### config.mk
export PLATFORM = sky130hd
export DESIGN_NAME = spi_pixel_stream_flat
export DESIGN_NICKNAME = d
export VERILOG_FILES = /design/src/rtl/spi_pixel_stream_if.sv /design/src/rtl/spi_pixel_stream.sv /design/src/flat_wrapper.sv
export SDC_FILE = /design/constraint.sdc
export NUM_CORES = 1
export LEC_CHECK = 0
export BUFFER_PORTS_ARGS = -buffer_cell sky130_fd_sc_hd__buf_4
export CAP_MARGIN = 15
export CORE_ASPECT_RATIO = 1.4
export CORE_UTILIZATION = 50
export DETAILED_ROUTE_END_ITERATION = 6
export GPL_TIMING_DRIVEN = 1
export PLACE_DENSITY = 0.7
export SETUP_SLACK_MARGIN = 0.02
export SLEW_MARGIN = 20
export SYNTH_ARGS = -nofsm -noshare
export SYNTH_HDL_FRONTEND = slang
export SYNTH_SLANG_ARGS = --single-unit
### constraint.sdc
create_clock -name clk_i -period 2.95 [get_ports clk_i]
set_clock_uncertainty 0.2 [all_clocks]
set_input_delay 0 -clock clk_i [delete_from_list [all_inputs] [get_ports clk_i]]
set_output_delay 0 -clock clk_i [all_outputs]
set_load 0.02 [all_outputs]
### src/rtl/spi_pixel_stream_if.sv
`default_nettype none
// +----------------------------------------------------------------------+
// | spi_pixel_stream_if : SPI pins plus pixel/result handshake bundle      |
// | Rev 1.0                                                                |
// +----------------------------------------------------------------------+
interface spi_pixel_stream_if #(
  parameter int PIXEL_BITS = 24,
  parameter int OUT_BITS   = 8
);
  logic                  spi_sck_i;
  logic                  spi_cs_i;
  logic                  spi_sdi_i;
  logic                  spi_sdo_o;
  logic [PIXEL_BITS-1:0] px_o;
  logic                  px_valid_o;
  logic [OUT_BITS-1:0]   res_px_i;
  logic                  res_ready_i;
  logic                  overrun_o;
  logic                  busy_o;

  modport slave (
    input  spi_sck_i, spi_cs_i, spi_sdi_i, res_px_i, res_ready_i,
    output spi_sdo_o, px_o, px_valid_o, overrun_o, busy_o
  );

  modport master (
    output spi_sck_i, spi_cs_i, spi_sdi_i, res_px_i, res_ready_i,
    input  spi_sdo_o, px_o, px_valid_o, overrun_o, busy_o
  );
endinterface
`default_nettype wire

### src/rtl/spi_pixel_stream.sv
`default_nettype none
// +----------------------------------------------------------------------+
// | spi_pixel_stream : oversampled SPI mode-0 slave, RGB pixel deserialiser|
// | with full-duplex return of filter result pixels. Rev 1.0               |
// +----------------------------------------------------------------------+
module spi_pixel_stream #(
  parameter int PIXEL_BITS  = 24,
  parameter int OUT_BITS    = 8,
  parameter int SYNC_STAGES = 2
) (
  input  wire logic         clk_i,
  input  wire logic         reset_i,
  spi_pixel_stream_if.slave bus
);

  localparam int                c_CNT_W = $clog2(PIXEL_BITS + 1);
  localparam logic [c_CNT_W-1:0] c_LAST = c_CNT_W'(PIXEL_BITS - 1);

  typedef enum logic [0:0] {
    ST_IDLE  = 1'b0,
    ST_SHIFT = 1'b1
  } state_t;

  state_t r_state, w_state_nxt;

  logic [SYNC_STAGES-1:0] r_sck_sync, r_cs_sync, r_sdi_sync;
  logic                   r_sck_d, r_cs_d, r_busy;
  logic                   w_sck_s, w_cs_s, w_sdi_s;
  logic                   w_sck_rise, w_sck_fall, w_cs_fall, w_cs_rise;

  logic [PIXEL_BITS-1:0] r_rx_shift, r_tx_shift, r_px;
  logic [OUT_BITS-1:0]   r_hold_reg;
  logic                  r_hold_full, r_overrun, r_sdo, r_px_valid, r_valid_pend;
  logic                  r_skip_fall;
  logic [c_CNT_W-1:0]    r_bit_cnt;

  logic                  w_frame_start, w_word_load, w_rx_bit, w_last_bit;
  logic                  w_tx_shift, w_abort;
  logic [OUT_BITS-1:0]   w_hold_sel;
  logic [PIXEL_BITS-1:0] w_load_word;

  // Pin synchronisers plus one edge-detect flop on sck and cs.
  always_ff @(posedge clk_i or posedge reset_i) begin
    if (reset_i) begin
      r_sck_sync <= '0;
      r_cs_sync  <= '1;
      r_sdi_sync <= '0;
      r_sck_d    <= 1'b0;
      r_cs_d     <= 1'b1;
      r_busy     <= 1'b0;
    end else begin
      r_sck_sync <= {r_sck_sync[SYNC_STAGES-2:0], bus.spi_sck_i};
      r_cs_sync  <= {r_cs_sync[SYNC_STAGES-2:0],  bus.spi_cs_i};
      r_sdi_sync <= {r_sdi_sync[SYNC_STAGES-2:0], bus.spi_sdi_i};
      r_sck_d    <= w_sck_s;
      r_cs_d     <= w_cs_s;
      r_busy     <= ~w_cs_s;
    end
  end

  assign w_sck_s    = r_sck_sync[SYNC_STAGES-1];
  assign w_cs_s     = r_cs_sync[SYNC_STAGES-1];
  assign w_sdi_s    = r_sdi_sync[SYNC_STAGES-1];
  assign w_sck_rise =  w_sck_s & ~r_sck_d;
  assign w_sck_fall = ~w_sck_s &  r_sck_d;
  assign w_cs_fall  = ~w_cs_s  &  r_cs_d;
  assign w_cs_rise  =  w_cs_s  & ~r_cs_d;

  assign w_hold_sel  = r_hold_full ? r_hold_reg : '0;
  assign w_load_word = PIXEL_BITS'(w_hold_sel) << (PIXEL_BITS - OUT_BITS);

  always_ff @(posedge clk_i or posedge reset_i) begin
    if (reset_i) r_state <= ST_IDLE;
    else         r_state <= w_state_nxt;
  end

  always_comb begin
    w_state_nxt   = r_state;
    w_frame_start = 1'b0;
    w_word_load   = 1'b0;
    w_rx_bit      = 1'b0;
    w_last_bit    = 1'b0;
    w_tx_shift    = 1'b0;
    w_abort       = 1'b0;
    case (r_state)
      ST_IDLE: begin
        if (w_cs_fall) begin
          w_state_nxt   = ST_SHIFT;
          w_frame_start = 1'b1;
          w_word_load   = 1'b1;
        end
      end
      ST_SHIFT: begin
        if (w_cs_rise) begin
          w_state_nxt = ST_IDLE;
          w_abort     = 1'b1;
        end else if (w_sck_rise) begin
          w_rx_bit = 1'b1;
          if (r_bit_cnt == c_LAST) begin
            w_last_bit  = 1'b1;
            w_word_load = 1'b1;
          end
        end else if (w_sck_fall && !r_skip_fall) begin
          w_tx_shift = 1'b1;
        end
      end
      default: w_state_nxt = ST_IDLE;
    endcase
  end

  always_ff @(posedge clk_i or posedge reset_i) begin
    if (reset_i) begin
      r_rx_shift   <= '0;
      r_tx_shift   <= '0;
      r_px         <= '0;
      r_hold_reg   <= '0;
      r_hold_full  <= 1'b0;
      r_overrun    <= 1'b0;
      r_sdo        <= 1'b0;
      r_px_valid   <= 1'b0;
      r_valid_pend <= 1'b0;
      r_skip_fall  <= 1'b0;
      r_bit_cnt    <= '0;
    end else begin
      r_valid_pend <= w_last_bit;
      r_px_valid   <= r_valid_pend;
      if (r_valid_pend) r_px <= r_rx_shift;

      if (w_frame_start) begin
        r_bit_cnt   <= '0;
        r_skip_fall <= 1'b0;
      end

      // A load on the final rise is followed by a fall that must not shift,
      // so the fresh MSB is held for the whole first bit of the next word.
      if (w_rx_bit) begin
        r_rx_shift  <= {r_rx_shift[PIXEL_BITS-2:0], w_sdi_s};
        r_bit_cnt   <= w_last_bit ? '0 : r_bit_cnt + c_CNT_W'(1);
        r_skip_fall <= w_last_bit;
      end

      if (w_tx_shift) begin
        r_tx_shift <= r_tx_shift << 1;
        r_sdo      <= r_tx_shift[PIXEL_BITS-2];
      end

      if (w_word_load) begin
        r_tx_shift  <= w_load_word;
        r_sdo       <= w_load_word[PIXEL_BITS-1];
        r_hold_full <= 1'b0;
      end

      if (w_abort) begin
        r_bit_cnt   <= '0;
        r_tx_shift  <= '0;
        r_sdo       <= 1'b0;
        r_skip_fall <= 1'b0;
      end

      if (bus.res_ready_i) begin
        r_hold_reg  <= bus.res_px_i;
        r_hold_full <= 1'b1;
        if (r_hold_full && !w_word_load) r_overrun <= 1'b1;
      end
    end
  end

  assign bus.spi_sdo_o  = r_sdo;
  assign bus.px_o       = r_px;
  assign bus.px_valid_o = r_px_valid;
  assign bus.overrun_o  = r_overrun;
  assign bus.busy_o     = r_busy;

endmodule
`default_nettype wire

### src/flat_wrapper.sv
// flat-port wrapper written by rule: the top's interface ports become plain ports
module spi_pixel_stream_flat 
#(
  parameter int PIXEL_BITS  = 24,
  parameter int OUT_BITS    = 8,
  parameter int SYNC_STAGES = 2
)
  (clk_i, reset_i, bus_spi_sck_i, bus_spi_cs_i, bus_spi_sdi_i, bus_res_px_i, bus_res_ready_i, bus_spi_sdo_o, bus_px_o, bus_px_valid_o, bus_overrun_o, bus_busy_o);
  spi_pixel_stream_if #(.PIXEL_BITS(PIXEL_BITS), .OUT_BITS(OUT_BITS)) bus_i ();
  input  wire logic clk_i;
  input  wire logic reset_i;
  input wire logic [$bits(bus_i.spi_sck_i)-1:0] bus_spi_sck_i;
  input wire logic [$bits(bus_i.spi_cs_i)-1:0] bus_spi_cs_i;
  input wire logic [$bits(bus_i.spi_sdi_i)-1:0] bus_spi_sdi_i;
  input wire logic [$bits(bus_i.res_px_i)-1:0] bus_res_px_i;
  input wire logic [$bits(bus_i.res_ready_i)-1:0] bus_res_ready_i;
  output wire logic [$bits(bus_i.spi_sdo_o)-1:0] bus_spi_sdo_o;
  output wire logic [$bits(bus_i.px_o)-1:0] bus_px_o;
  output wire logic [$bits(bus_i.px_valid_o)-1:0] bus_px_valid_o;
  output wire logic [$bits(bus_i.overrun_o)-1:0] bus_overrun_o;
  output wire logic [$bits(bus_i.busy_o)-1:0] bus_busy_o;
  assign bus_i.spi_sck_i = bus_spi_sck_i;
  assign bus_i.spi_cs_i = bus_spi_cs_i;
  assign bus_i.spi_sdi_i = bus_spi_sdi_i;
  assign bus_i.res_px_i = bus_res_px_i;
  assign bus_i.res_ready_i = bus_res_ready_i;
  assign bus_spi_sdo_o = bus_i.spi_sdo_o;
  assign bus_px_o = bus_i.px_o;
  assign bus_px_valid_o = bus_i.px_valid_o;
  assign bus_overrun_o = bus_i.overrun_o;
  assign bus_busy_o = bus_i.busy_o;
  spi_pixel_stream #(.PIXEL_BITS(PIXEL_BITS), .OUT_BITS(OUT_BITS), .SYNC_STAGES(SYNC_STAGES)) u_core (.clk_i(clk_i), .reset_i(reset_i), .bus(bus_i));
endmodule
After elaboration in Yosys (flattened, before gate mapping):

Index checks and enable logic that the tools add are counted.

* bitwise gates (word level): 9
* add/sub/neg operators: 1
* eq/ne operators: 1
* muxes and demuxes: 34
* reductions and logical operators: 8

Operators by type and width (number)
* two-way mux 23 bit: 3
* two-way mux 1 bit: 24
* two-way mux 5 bit: 4
* two-way mux 8 bit: 1
* nonzero test 3 bit: 2
* adder 5 x 1 -> 5 bit (second input constant): 1
* == test 5 bit (second input constant): 1
* NOT 1 bit: 5
* bitwise AND 1 bit: 4
* one-hot mux 1 bit (2 select lines): 2
* logical AND 1 bit: 2
* zero test 1 bit: 2
* AND reduction 2 bit: 1
* nonzero test 2 bit: 1

* register bits: 100
* input bits: 14
* output and inout port bits: 28
* word-level logic and storage cells: 71

Logic depth before layout (Yosys ltp):

Gate-level depths: netlist of run 1.

* depth after elaboration: 10
* depth in mapped cells: 6

Worst setup path after synthesis of run 1:

Ideal clock, no wire load.

* path kind: reg2reg
* from: register u_core.r_bit_cnt[0]
* to: register u_core.r_sdo (netlist: u_core.bus.spi_sdo_o)
* stages on the path, launching flop included: 7
* arrival: 1473 ps
* path buffers: 1
* path slack: 1151 ps
* cell sequence: dfrtp_1 ha_1 nand4b_1 o31ai_4 buf_12 mux2i_1 o2bb2ai_1

* word-level cells in the longest chain between the ends: 7
* elaborated cells on any way between the ends: 8

RTL lines
* start: declaration: RTL line spi_pixel_stream.sv:35 `logic [c_CNT_W-1:0] r_bit_cnt;`
* start signal: assignment: RTL line spi_pixel_stream.sv:138 `r_bit_cnt <= w_last_bit ? '0 : r_bit_cnt + c_CNT_W'(1);`
* == test 5 bit *: RTL line spi_pixel_stream.sv:99 `if (r_bit_cnt == c_LAST) begin`
* two-way mux 1 bit *: RTL line spi_pixel_stream.sv:99
* two-way mux 1 bit *: RTL line spi_pixel_stream.sv:97 `end else if (w_sck_rise) begin`
* two-way mux 1 bit *: RTL line spi_pixel_stream.sv:94 `if (w_cs_rise) begin`
* one-hot mux 1 bit (2 select lines) *: RTL line spi_pixel_stream.sv:85 `case (r_state)`
* two-way mux 1 bit: RTL line spi_pixel_stream.sv:147 `if (w_word_load) begin`
* two-way mux 1 bit: RTL line spi_pixel_stream.sv:153 `if (w_abort) begin`
* end signal: assignment: RTL line spi_pixel_stream.sv:144 `r_sdo <= r_tx_shift[PIXEL_BITS-2];`
* end signal: assignment: RTL line spi_pixel_stream.sv:149 `r_sdo <= w_load_word[PIXEL_BITS-1];`
* end: declaration: RTL line spi_pixel_stream.sv:33 `logic r_hold_full, r_overrun, r_sdo, r_px_valid, r_valid_pend;`

Mark *: on every way between the ends. The rest lies on a longest branch, timed or not.
A chain may end at the register's enable or synchronous reset.

Worst setup path in the final report of run 1:

Same ends and word-level chain as after synthesis.

==> run summary, run 1 <==
The run finished, with violations left. The checks that failed: DRC. The later pin in the worst-skew pair is clocked with a latency of 350 ps.

For this run, the post-layout net count is 293. The number of global-route vias before repair came out at between 1.5k and 2k. The final cycle utilization of the critical path is 73.8%.

The part of the Yosys area used for sequential elements is 64.1%. The cell area after technology mapping is 3290 µm². The synthesized design spends more area on one cell type than any other, namely sky130_fd_sc_hd__dfrtp_1. The flop and latch count out of synthesis came out at 84. The number of nets in the synthesized netlist came out at 225.

The max-slew violation count came to 0. The top cell types in the final layout, fill and taps aside, are sky130_fd_sc_hd__dfrtp_1, sky130_fd_sc_hd__mux2_2, sky130_fd_sc_hd__buf_4. The die span in x is ~71 µm.

In this run the standard cell core region covers ~6300 µm². Counting along the longest clock path gives a buffer depth of 2. The post-synthesis cell count came out at 210.

Global routing used between 10% and 20% of the available tracks across all layers. The worst reg-to-reg path cell count came out at 5. The remaining number of nets flagged by the antenna check after routing is 0. The initial antenna violation count came out at 0. After synthesis, the cell types taking the most area are sky130_fd_sc_hd__dfrtp_1, sky130_fd_sc_hd__mux2_2, sky130_fd_sc_hd__dfstp_2, sky130_fd_sc_hd__mux2i_1, sky130_fd_sc_hd__o2bb2ai_1. The area of the die is roughly 6900 µm².

The category of the worst setup path launch point is a flip-flop. The repair_antennas step left the layout with diodes totalling 0. The instance area at placement is around 3600 µm². The data arrival at the endpoint of the critical path is 2210 ps. In this run the critical register-to-register path is launched from u_core.r_bit_cnt[0]$_DFFE_PP0P_. Entering global routing, the biggest net connects 39 pins. The routed length per instance came out at 14.7 µm. The count of port buffers added during placement is 41. After detailed routing, the number of remaining DRC violations is 6. The worst-case IR drop observed on VDD is between 0.3 and 0.4 mV. The initial core utilization is roughly 52%. The share of the synthesized area in the top cell type is 61.7%. The total negative slack came out at 0 ps.

42 I/O pins were placed. The TritonCTS sink count is 84. Detailed placement ended at an HPWL of ~3.4 mm. The setup slack on the worst flop-to-flop path is 770 ps.

The post-route netlist has 45.2% of its cells at a drive strength greater than 1. The count of H-tree levels built during CTS came out at 3. The critical setup path kind is flip-flop to flip-flop. The die extent in y is 97.9 µm. At the worst endpoint, the required time is 2980 ps. At the pin with the least slew margin, the transition time is approximately 750 ps. The most common library cell in the layout ignoring fill and taps is sky130_fd_sc_hd__dfrtp_1.

The post-synthesis area per instance is 15.7 µm². At the end of routability-driven placement, the weighted congestion stood at 0.706. The TritonCTS buffer count came out at 9. The first routing iteration left 66 violations. The number of detailed-route iterations in the first pass is 6. The total wirelength of the detailed-routed design is 5.20 mm.

The leakage power came out at 0.00199 µW. The via-per-instance ratio is ~5.3. Counting distinct cell types in the post-synthesis netlist gives 37. The power density over the cells is 622 nW/µm². The time the worst path needs with I/O delays and setup is about 2200 ps. The worst-path maximum fanout came out at 11. The post-CTS resize count is 0.

Across the run, the number of max-cap violations was 0. Setup repair after global routing left no endpoint under its margin. The number of hold-slack violations in the final timing report came out at 0. After clock tree synthesis, the clock-pin slew on the worst setup and hold paths is 80 ps. The number of rows in the core area came out at 34.

The maximum clock frequency is 459 MHz. Detailed routing inserted a total of 1,874 vias. The worst pin sits at a relative slew slack of 49.9%. Compared with the post-synthesis result, the final layout area differs by 25.4%. The yosys synthesis warning count came out at 0. STA classifies the critical path endpoint as a flip-flop. Setup violations remaining at the end of the flow were counted as 0.

The first-pass GRT wire length is roughly 9 mm. The global route total overflow came out at 0. In this run the critical register-to-register path is captured at u_core.bus.spi_sdo_o$_DFFE_PP0P_. The final design area excluding fillers came out at 4120 µm². The TritonCTS clock tree is yes. The source of the critical timing path is u_core.r_bit_cnt[0]$_DFFE_PP0P_. CTS placed an instance of sky130_fd_sc_hd__clkbuf_8 at the clock tree root. The path class of the tightest hold or removal check is input port to async pin.
worst max-delay path, stage by stage (launching register included):
cell and delay [ps]:
sky130_fd_sc_hd__dfrtp_1 390, sky130_fd_sc_hd__ha_1 240, sky130_fd_sc_hd__nand4b_1 240, sky130_fd_sc_hd__o31ai_4 610, sky130_fd_sc_hd__mux2i_1 280, sky130_fd_sc_hd__o2bb2ai_1 90
what timing repair did:
item,CTS,global route
endpoints found under the setup margin,0,0
hold endpoints to repair,49,0
buffers inserted,0,0
hold buffers,21,0
synth_stat cells:
cell type                   number
sky130_fd_sc_hd__nor2_4          1
sky130_fd_sc_hd__a211oi_1        1
sky130_fd_sc_hd__xor2_1          1
sky130_fd_sc_hd__o211a_1         1
sky130_fd_sc_hd__nand4_1         1
sky130_fd_sc_hd__mux2i_1         7
sky130_fd_sc_hd__maj3_1          1
sky130_fd_sc_hd__mux2_2         56
sky130_fd_sc_hd__nor3_2          1
sky130_fd_sc_hd__nand2_1         5
sky130_fd_sc_hd__nand3b_4        1
sky130_fd_sc_hd__nor2b_4         1
sky130_fd_sc_hd__nor3_1          3
sky130_fd_sc_hd__o2bb2ai_1       7
sky130_fd_sc_hd__inv_1           2
sky130_fd_sc_hd__dfstp_2         3
sky130_fd_sc_hd__a21o_1          2
sky130_fd_sc_hd__clkbuf_1        4
sky130_fd_sc_hd__o21ai_2         1
sky130_fd_sc_hd__and2_2          1
sky130_fd_sc_hd__dfrtp_1        81
sky130_fd_sc_hd__a32o_1          1
sky130_fd_sc_hd__a21oi_2         1
sky130_fd_sc_hd__nand4b_1        1
sky130_fd_sc_hd__nand3_1         2
sky130_fd_sc_hd__o31ai_4         1
sky130_fd_sc_hd__nand3b_1        1
sky130_fd_sc_hd__buf_12          1
sky130_fd_sc_hd__nor2b_1         1
sky130_fd_sc_hd__and2_1          7
sky130_fd_sc_hd__buf_6           1
sky130_fd_sc_hd__or3b_4          1
sky130_fd_sc_hd__o21ai_0         6
sky130_fd_sc_hd__buf_4           2
sky130_fd_sc_hd__or3b_1          1
sky130_fd_sc_hd__ha_1            1
sky130_fd_sc_hd__a31o_2          1
worst max-delay path by stage:
stage	endpoint	slack (ps)	cells past startpoint
finish	u_core.bus.spi_sdo_o$_DFFE_PP0P_	770	5
global route	u_core.r_tx_shift[18]$_DFFE_PP0P_	590	5
floorplan	u_core.bus.busy_o$_DFF_PP0_	590	1
CTS	u_core.r_tx_shift[17]$_DFFE_PP0P_	740	5
detailed placement	u_core.r_tx_shift[18]$_DFFE_PP0P_	750	5
global placement	u_core.r_tx_shift[22]$_DFFE_PP0P_	860	5
logic make-up (layout without fill, tap and decap cells):
logic type | after synthesis | after routing | synth area share, %
DFF | 84 | 84 | 64.1
muxes | 63 | 63 | 21.3
and+or+nand+nor | 28 | 28 | 6.05
AOI/OAI and AO/OA | 22 | 22 | 5.52
buffers and inverters | 10 | 83 | 2.09
adders and majority gates | 2 | 2 | 0.685
xor gates and xnor gates | 1 | 1 | 0.267
per-stage QoR:
step                power [µW]  utilization (%)  hold WS (ps)  setup slack, ps  cells
global route              2670             65.5          93.1              590    355
CTS                       2590             65.5          79.6              739    355
global placement          1490             57.9         -93.6              862    318
finish                    2560             65.5          68.4              772    355
detailed placement        1500             57.9         -89.7              753    318
floorplan                 1440                -          -196              590    210
cell type report:
class | count | area, µm²
clock buffers | 12 | 145
repair buffers | 65 | 541
well taps | 72 | 90.1
flip-flops and latches | 84 | 2110
fillers | 454 | 2170
inverters | 2 | 8.76
multi-input cells | 116 | 1110
clock inverters | 4 | 120
per-layer routing:
metal  vias to the layer above  track usage [%]  routed length (µm)
li1                        890                -                   -
met1                       944             20.4                2350
met2                        33             27.3                2560
met3                         7             4.23                 209
met4                         0             9.89                  81
met5                         -                0                   0
power breakdown:
group	switching, µW	total [µW]	internal, µW	leakage [µW]
sequential	55.3	1290	1230	0.00111
clock	389	1060	672	0.000131
combinational	88.7	213	124	0.000754
Note: power is estimated with default switching activity, not from simulation.
==> run 2: changes to the inputs <==
Clock period 2.95 ns to 2.05 ns, I/O delays scaled along.
==> run 2 against run 1 <==
  * The flow still finishes with violations (DRC)
  * Total power grew 32%
  * Register-to-register slack lost 630 ps
  * Combinational power grew 54%
  * Via count grew 1.2%
  * Largest power group unchanged
  * Highest routed layer unchanged
==> run summary, run 2 (synthesis gave the netlist of run 1 again) <==
Entering global routing, the biggest net connects 85 pins. The post-CTS clock slew at the launch and capture registers of the worst setup and hold paths is 80 ps. The required time at the endpoint of the critical path came out at 2080 ps. The insertion delay of the later-clocked pin in the worst-skew pair came out at around 350 ps. The worst setup path is launched from a flip-flop.

The count of H-tree levels built during CTS is 3. The transition time at the pin with the least slew margin is 454 ps. After detailed placement, the total cell area comes to 3700 µm². The global placer's final weighted congestion is 0.704.

The TritonCTS sink count is 84. The synthesis-to-layout area growth is 26.2%. The worst register-to-register path ends at u_core.r_tx_shift[19]$_DFFE_PP0P_.

The maximum count of clock buffers along a single path is 2. Counting cells, the worst reg-to-reg path comes to 6. The max-slew violation count is 0. The area of the die came out at 6910 µm².

The worst hold path stage count is 2. The most common library cell in the layout ignoring fill and taps is sky130_fd_sc_hd__dfrtp_1. The number of maximum-capacitance violations is 0. The number of hold-slack violations in the final timing report came out at 0. The total negative slack is 0 ps. The setup-violating endpoint count in the final report came out at 0. The final reports fail on DRC.

The detail route stage leaves a number of antenna-violating nets equal to 0. The worst hold path terminates at u_core.r_sck_sync[0]$_DFF_PP0_. The total overflow left after global routing is 0. Traced cell by cell, the critical path runs through ha_4 -> nand4b_1 -> o31ai_4 -> buf_12 -> mux2i_1 -> o2bb2ai_1.

After the last flow step, the layout net total stands at 298. The final design area excluding fillers is around 4100 µm². The initial antenna violation count is 0. The number of detailed-route iterations in the first pass is 6. Buffers inserted during clock tree synthesis total 9. The routed length per instance came out at ~15 µm. The leakage power is between 0.0015 and 0.002 µW. The root buffer cell chosen for the clock tree is sky130_fd_sc_hd__clkbuf_8. The total wirelength of the detailed-routed design came out at 5.36 mm. Of all nets on the critical path, the largest fanout is 8. Setup slack on the worst reg-to-reg path comes out at 140 ps. The peak supply drop is 0.613 mV. The time the worst path needs with I/O delays and setup is 1910 ps. After the first detailed-routing iteration, the DRC count stood at 95. Among all stages on the critical path, the largest delay is contributed by sky130_fd_sc_hd__dfrtp_1. The count of port buffers added during placement came out at a little over 40.

The core box area is 6300 µm². The die span in x is 70.5 µm. The max-slew headroom at the worst pin is between 60 and 70%. Across every metal layer, demand over resource in global routing totals 17.3%. The delay contributed by the slowest stage of the critical path is ~410 ps. The layout cell share with drive strength beyond 1 came out at 47.2%. The flow ran to the end, but the final reports show violations. TritonCTS built the clock tree. The via-per-instance ratio is 5.27. The die extent in y came out at 97.9 µm. The power density over the cells came out at between 800 and 900 nW/µm². In this run the critical register-to-register path is launched from u_core.r_bit_cnt[1]$_DFFE_PP0P_. The HPWL after detailed placement came out at 3.18 mm.

The maximum clock frequency is ~520 MHz. The number of global-route vias before repair is 1,987. The antenna cell count is 0.

The worst hold path begins at bus_spi_sck_i. The first-pass GRT wire length is 9.23 mm. Setup repair after global routing left no endpoint under its margin.

The number of vias in the routed layout came out at 1,897. The data arrival at the endpoint of the critical path is 1940 ps. The final cycle utilization of the critical path is 93.0%. The number of ports placed on the die boundary is 42. Leaving out fill and tap cells, the most frequent cells in the layout are sky130_fd_sc_hd__dfrtp_1, sky130_fd_sc_hd__mux2_2, sky130_fd_sc_hd__buf_4. In this run the core area contains 34 standard-cell rows. The critical path is of the flip-flop to flip-flop type.

In the routed design, unresolved DRC markers number 9. The initial core utilization is 52.2%. The tightest min-delay check is of the input port to flip-flop type.

The worst setup path is captured at a flip-flop.
==> run 2: cell count changes in the layout (fill, tap and decap cells not counted) <==
cell                         change
sky130_fd_sc_hd__nor2_4          +1
sky130_fd_sc_hd__buf_4           +2
sky130_fd_sc_hd__ha_4            +1
sky130_fd_sc_hd__nor3_2          +1
sky130_fd_sc_hd__bufinv_16       -3
sky130_fd_sc_hd__clkbuf_8        +1
sky130_fd_sc_hd__nor3_1          -1
sky130_fd_sc_hd__clkinv_2        +1
sky130_fd_sc_hd__clkinvlp_4      +2
sky130_fd_sc_hd__buf_12          +2
sky130_fd_sc_hd__clkbuf_1        -1
sky130_fd_sc_hd__ha_1            -1
==> run 2: layout make-up <==
class	instances	area, µm²
well taps	72	90.1
clock inverters	4	47.5
flip-flops and latches	84	2110
fillers	477	2150
repair buffers	69	596
inverters	2	11.3
clock buffers	12	155
multi-input cells	117	1140
==> run 2: per-layer routing <==
metal  wire length, µm  GRT usage, %  vias to the layer above
li1                  -             -                      905
met1              2420          22.2                      945
met2              2560          26.9                       39
met3               269          5.78                        8
met4               109          7.54                        0
met5                 0             0                        -
==> run 2: stage by stage <==
| stage | worst slack (ps) | std cells | total power (µW) | utilization, % | hold WS, ps |
|---|---|---|---|---|---|
| floorplan | 251 | 210 | 2080 | - | -196 |
| global placement | 108 | 321 | 2150 | 58.7 | -91.5 |
| detailed placement | 83.5 | 321 | 2160 | 58.7 | -90.2 |
| CTS | 63.7 | 358 | 3400 | 65.3 | 78.8 |
| global route | 30.2 | 360 | 3530 | 65.9 | 91.2 |
| finish | 144 | 360 | 3380 | 65.9 | 96.6 |
==> run 2: worst max-delay path by stage <==
stage                                         start                                 to  cells after the start
finish              u_core.r_bit_cnt[1]$_DFFE_PP0P_  u_core.r_tx_shift[19]$_DFFE_PP0P_                      6
global route        u_core.r_bit_cnt[1]$_DFFE_PP0P_  u_core.r_tx_shift[19]$_DFFE_PP0P_                      6
CTS                         u_core.r_cs_d$_DFF_PP1_   u_core.r_rx_shift[2]$_DFFE_PP0N_                      3
detailed placement          u_core.r_cs_d$_DFF_PP1_   u_core.r_rx_shift[1]$_DFFE_PP0N_                      3
global placement            u_core.r_cs_d$_DFF_PP1_  u_core.r_rx_shift[15]$_DFFE_PP0N_                      3
floorplan           u_core.r_bit_cnt[0]$_DFFE_PP0P_   u_core.bus.spi_sdo_o$_DFFE_PP0P_                      6
==> run 2: power breakdown <==
part	switching, µW	internal, µW	leakage, µW
Clock	567	626	0.000102
Combinational	134	193	0.000778
Sequential	83.1	1770	0.00111
==> run 2: worst max-delay path, delay by kind of cell (launching register included) <==
family / cells / cell delay (ps)
AOI/OAI and AO/OA: 2 / 470
adders and majority gates: 1 / 170
buffers and inverters: 1 / 180
DFF: 1 / 410
muxes: 1 / 190
and+or+nand+nor: 1 / 160
==> run 2: timing repair <==
item	CTS	global route
setup endpoints to repair	0	34
hold buffers	21	0
hold endpoints to repair	97	0
buffers inserted	0	1
gates resized for setup	0	4
